===== config.mk =====
export PLATFORM = sky130hd
export DESIGN_NAME = ifu_fetch
export DESIGN_NICKNAME = d
export VERILOG_FILES = /design/src/rtl/ifu_fetch.sv
export SDC_FILE = /design/constraint.sdc
export NUM_CORES = 1
export LEC_CHECK = 0
export BUFFER_PORTS_ARGS = -buffer_cell sky130_fd_sc_hd__buf_2
export CAP_MARGIN = 30
export CORE_MARGIN = 4
export CORE_UTILIZATION = 41
export CTS_BUF_LIST = sky130_fd_sc_hd__clkbuf_2 sky130_fd_sc_hd__clkbuf_4 sky130_fd_sc_hd__clkbuf_8
export DETAILED_ROUTE_END_ITERATION = 8
export GPL_TIMING_DRIVEN = 1
export HOLD_SLACK_MARGIN = 0.1
export PLACE_DENSITY_LB_ADDON = 0.05
export SYNTH_ARGS = -nofsm -noshare
export SYNTH_HDL_FRONTEND = slang
export SYNTH_SLANG_ARGS = --single-unit

===== constraint.sdc =====
create_clock -name clk -period 16.9 [get_ports clk]
set_clock_uncertainty 0.15 [all_clocks]
set_input_delay 2.535 -clock clk [delete_from_list [all_inputs] [get_ports clk]]
set_output_delay 2.535 -clock clk [all_outputs]
set_load 0.1 [all_outputs]

===== src/rtl/ifu_fetch.sv =====
// ifu_fetch: instruction fetch unit for the Tiny Vedas eBPF core.
//
// Issues in-order 64-bit slot reads to instruction memory, buffers returned
// slots in a credit-managed FIFO and presents the head slot with its byte PC.
// A request is only issued when the slot it will return into is guaranteed:
// outstanding + buffered < FIFO_DEPTH. On flush the FIFO is cleared, fetch
// restarts at redirect_pc, and every response still in flight is discarded.
//
// Ports:
//   clk, rst                          clock, synchronous active-high reset
//   fetch_en                          permits new memory requests
//   imem_req_valid/ready/addr         instruction memory read request
//   imem_rsp_valid/data               in-order read response, no back-pressure
//   pipe_stall                        decode not consuming this cycle
//   pipe_flush, redirect_pc           discard everything, restart at redirect_pc
//   instr, instr_valid, instr_tag     FIFO head slot, non-empty flag, byte PC
module ifu_fetch #(
  parameter int              XLEN       = 64,
  parameter int              INSTR_LEN  = 64,
  parameter logic [XLEN-1:0] RESET_PC   = '0,
  parameter int              FIFO_DEPTH = 4
) (
  input  logic                 clk,
  input  logic                 rst,
  input  logic                 fetch_en,
  output logic                 imem_req_valid,
  input  logic                 imem_req_ready,
  output logic [XLEN-1:0]      imem_req_addr,
  input  logic                 imem_rsp_valid,
  input  logic [INSTR_LEN-1:0] imem_rsp_data,
  input  logic                 pipe_stall,
  input  logic                 pipe_flush,
  input  logic [XLEN-1:0]      redirect_pc,
  output logic [INSTR_LEN-1:0] instr,
  output logic                 instr_valid,
  output logic [XLEN-1:0]      instr_tag
);

  localparam int AW = $clog2(FIFO_DEPTH);
  localparam int CW = AW + 1;

  typedef struct packed {
    logic [INSTR_LEN-1:0] instr;
    logic [XLEN-1:0]      pc;
  } slot_t;

  slot_t           mem [FIFO_DEPTH];
  logic [AW-1:0]   wr_ptr, rd_ptr;
  logic [CW-1:0]   count, outstanding, drop_cnt, out_nxt;
  logic [XLEN-1:0] fetch_pc, rsp_pc, redir;
  logic [CW:0]     credits_used;
  logic            req_fire, push, pop;
  logic            unused_redir_lsb;

  assign redir            = {redirect_pc[XLEN-1:3], 3'b000};
  assign unused_redir_lsb = ^redirect_pc[2:0];

  // Every accepted-but-unreturned request owns a future FIFO slot.
  assign credits_used   = {1'b0, outstanding} + {1'b0, count};
  assign imem_req_valid = fetch_en & ~rst & ~pipe_flush &
                          (credits_used < (CW+1)'(FIFO_DEPTH));
  assign imem_req_addr  = fetch_pc;
  assign req_fire       = imem_req_valid & imem_req_ready;

  assign push        = imem_rsp_valid & ~pipe_flush & (drop_cnt == '0);
  assign instr_valid = (count != '0);
  assign pop         = instr_valid & ~pipe_stall & ~pipe_flush;
  assign instr       = mem[rd_ptr].instr;
  assign instr_tag   = mem[rd_ptr].pc;

  always_comb begin
    out_nxt = outstanding;
    if (req_fire)       out_nxt = out_nxt + CW'(1);
    if (imem_rsp_valid) out_nxt = out_nxt - CW'(1);
  end

  always_ff @(posedge clk) begin
    if (rst) begin
      fetch_pc    <= RESET_PC;
      rsp_pc      <= RESET_PC;
      outstanding <= '0;
      drop_cnt    <= '0;
      count       <= '0;
      wr_ptr      <= '0;
      rd_ptr      <= '0;
      for (int i = 0; i < FIFO_DEPTH; i++) mem[i] <= '0;
    end else begin
      outstanding <= out_nxt;
      if (pipe_flush) begin
        fetch_pc <= redir;
        rsp_pc   <= redir;
        // Everything still in flight after this cycle is stale. Responses
        // already marked for dropping are part of outstanding, so the new
        // drop count is simply what remains outstanding; this keeps
        // back-to-back flushes from double-counting.
        drop_cnt <= out_nxt;
        count    <= '0;
        wr_ptr   <= '0;
        rd_ptr   <= '0;
      end else begin
        if (req_fire) fetch_pc <= fetch_pc + XLEN'(8);
        if (imem_rsp_valid && drop_cnt != '0) drop_cnt <= drop_cnt - CW'(1);
        if (push) begin
          mem[wr_ptr] <= '{instr: imem_rsp_data, pc: rsp_pc};
          wr_ptr      <= wr_ptr + AW'(1);
          rsp_pc      <= rsp_pc + XLEN'(8);
        end
        if (pop) rd_ptr <= rd_ptr + AW'(1);
        if (push && !pop)      count <= count + CW'(1);
        else if (!push && pop) count <= count - CW'(1);
      end
    end
  end

  // The request credit check must make a push into a full FIFO impossible.
  always_ff @(posedge clk) begin
    if (!rst) assert (!(push && count == CW'(FIFO_DEPTH)));
  end

endmodule


==> results.tsv <==
metric	value	unit
drv_slew	0	
r2r_end	mem[0][111]$_SDFFCE_PN0P_	
antenna_found_initial	7	
syn_avg_cell_area	12.8	um^2
synth-xor-area-share	0.0233	
power.density	110	nW/um^2
hold_end	count[2]$_SDFFE_PP0P_	
cts_tree	done	
fin_setup_tns	0	ns
nNetsFinal	2709	
dp_cells	3392	
ff2ff_setup_slack	12.64	ns
rsz0062_at_grt	false	
irDropWorstVdd	0.0540	mV
cts_root_buf	clkbuf_8	
fmax	0.145	GHz
setup-violations-final	0	
path_clk_slew	0.06	ns
reg2reg_depth	7	
synth-simple-area-share	0.175	
synth-edff-count	500	
cts_hold_buf	0	
grt_max_degree	126	
drive_above_1_share	0.258	
stdcell_count	3597	
syn_area	28900	um^2
dp_hpwl	50.7	mm
fin_crit_sh	0.409	
worst_slew_pin_slew	0.988	ns
drtAntennaViolNets	0	
timing.final.ws_setup	9.99	ns
crit_path_max_fanout	54	
leakage	12.9	nW
postCtsSetupRepairBufs	0	
yosysSeqAreaShare	0.614	
crit_slowest_cell	buf_4	
synth_mux_area_frac	0.101	
place_congestion	0.831	
cts_buffers	110	
crit_path_start_kind	input pin	
crit_path_end_kind	primary output	
hold_viol	0	
drt-pass1-iter-count	6	
synth_top_family_by_area	simple AND/OR/NAND/NOR gates	
io_pins	329	
hold_depth	2	
max-slew-margin-rel	0.342	
grt_use_total	0.224	
dp_worst_setup_slack	10.04	ns
synth-adder-area-share	0.00459	
clock_sinks	637	
die_y	274	um
crit_top_cell	buf_4	
maxCapViolCount	0	
drtIter0Drc	1393	
cp.arrival	4.23	ns
synthToLayoutAreaGrowth	16.7	%
wl	84.5	mm
rows	97	
synth-seq-cells	637	
required	14.22	ns
outcome	finished, final reports clean	
slowest_delay	0.51	ns
min_path_type	reg2reg	
io_buffers	319	
wl_per_cell	23.5	um
drc	0	
synthArstFlopShare	0	
die-area	74800	um^2
r2r_start	drop_cnt[1]$_SDFFE_PP0P_	
ctsLongestPathBuffers	3	
core	69900	um^2
synth_cell_type_count	67	
die_w	274	um
first_global_vias	20229	
gr-total-overflow	0	
worstHoldStart	count[2]$_SDFFE_PP0P_	
crit_type	in2out	
viasPerCell	5.44	
initial_utilization	0.414	
vias	19575	
clk_latency	0.70	ns
layout.cells.most_common	edfxtp_1	
fin_crit	6.91	ns
synth_compound_area_frac	0.0508	
cts-resized-gates	0	
ys_warn_count	0	
htree_levels	3	
final_cell_mix	edfxtp_1, buf_2, and2_1	
syn_inst	2253	
grt_pass1_wl	127	mm
critical_path.cell_chain	buf_4 -> nor2_4 -> buf_4 -> and3_1 -> buf_2	
synth_flop_cell	edfxtp_1	
[report_power, final]
group	internal, W	leakage, nW	total [W]	switching [W]
registers	0.00177	6.30	0.00182	0.0000498
logic	0.000105	5.45	0.000507	0.000401
clock network	0.000735	1.13	0.00137	0.000637
total	0.00261	12.9	0.00370	0.00109
[kinds of logic (layout without fill, tap and decap cells)]
logic type,count (synthesis),count (layout)
XOR/XNOR,77,77
multiplexers,135,135
flip-flops,637,637
buffers and inverters,225,620
AO/OA/AOI/OAI,233,233
AND/OR/NAND/NOR,935,935
other,1,10
adder cells (fa/ha/maj),10,10
[critical path: cells and delay by family]
family / cells / cell delay (ns)
AND/OR/NAND/NOR: 2 / 0.42
buffers and inverters: 3 / 1.25
[area by class of cell]
class / count / area [um^2]
fillers: 6345 / 36200
flip-flops and latches: 637 / 17800
multi-input cells: 1396 / 10400
repair buffers: 356 / 2040
clock buffers: 154 / 1890
well taps: 940 / 1180
inverters: 63 / 238
clock inverters: 47 / 229
diodes: 4 / 10.0
[through the flow]
step,utilization,area [um^2],hold slack (ns),total power [W]
2_1_floorplan,-,28900,0.321,0.00223
3_3_place_gp,0.449,31400,0.344,0.00235
3_5_place_dp,0.452,31600,0.369,0.00236
4_1_cts,0.482,33700,0.377,0.00374
5_1_grt,0.482,33700,0.420,0.00385
6_report,0.482,33700,0.375,0.00370
[how the worst max path moves through the flow]
stage                from                         to  slack (ns)  cells after the start
6_report              rst             imem_req_valid        9.99                      5
2_1_floorplan  pipe_flush  mem[1][100]$_SDFFCE_PN0P_        3.64                      4
3_5_place_dp          rst             imem_req_valid       10.04                      5
3_3_place_gp          rst             imem_req_valid        9.97                      5
4_1_cts               rst             imem_req_valid       10.03                      5
5_1_grt               rst             imem_req_valid        9.90                      5
[cells in the mapped netlist (all sizes together), types with 4 or more instances]
master,instances,share of area
a211oi,18,0.0047
a21boi,6,0.0016
a21oi,56,0.0097
a22oi,13,0.0034
a311oi,11,0.0033
a31oi,23,0.0050
and2,286,0.062
and3,105,0.023
and4,14,0.0042
buf,37,0.0060
clkbuf,125,0.016
dfxtp,137,0.095
edfxtp,500,0.52
ha,9,0.0039
inv,62,0.0081
mux2,5,0.0019
mux2i,5,0.0017
mux4,125,0.097
nand2,138,0.018
nand2b,4,0.00087
nand3,55,0.0097
nand4,43,0.010
nand4b,5,0.0015
nor2,188,0.024
nor3,47,0.0089
nor4,13,0.0042
o211ai,7,0.0018
o21ai,50,0.0087
o22ai,22,0.0048
or2,4,0.00087
or3,19,0.0041
or4,6,0.0016
xnor2,51,0.015
xor2,26,0.0079
[sequential cells by signal (all words and copies together), names as in the netlist, named ones only]
signal         flops
mem              500
imem_req_addr     61
rsp_pc            61
count              3
drop_cnt           3
outstanding        3
rd_ptr             2
wr_ptr             2
[layer usage]
metal  share of wire  global-route usage
met1            0.45               0.311
met4           0.021              0.0613
met2            0.47               0.364
met3           0.060              0.0435
met5         0.00027                   0
Note: power is estimated with default switching activity, not from simulation.
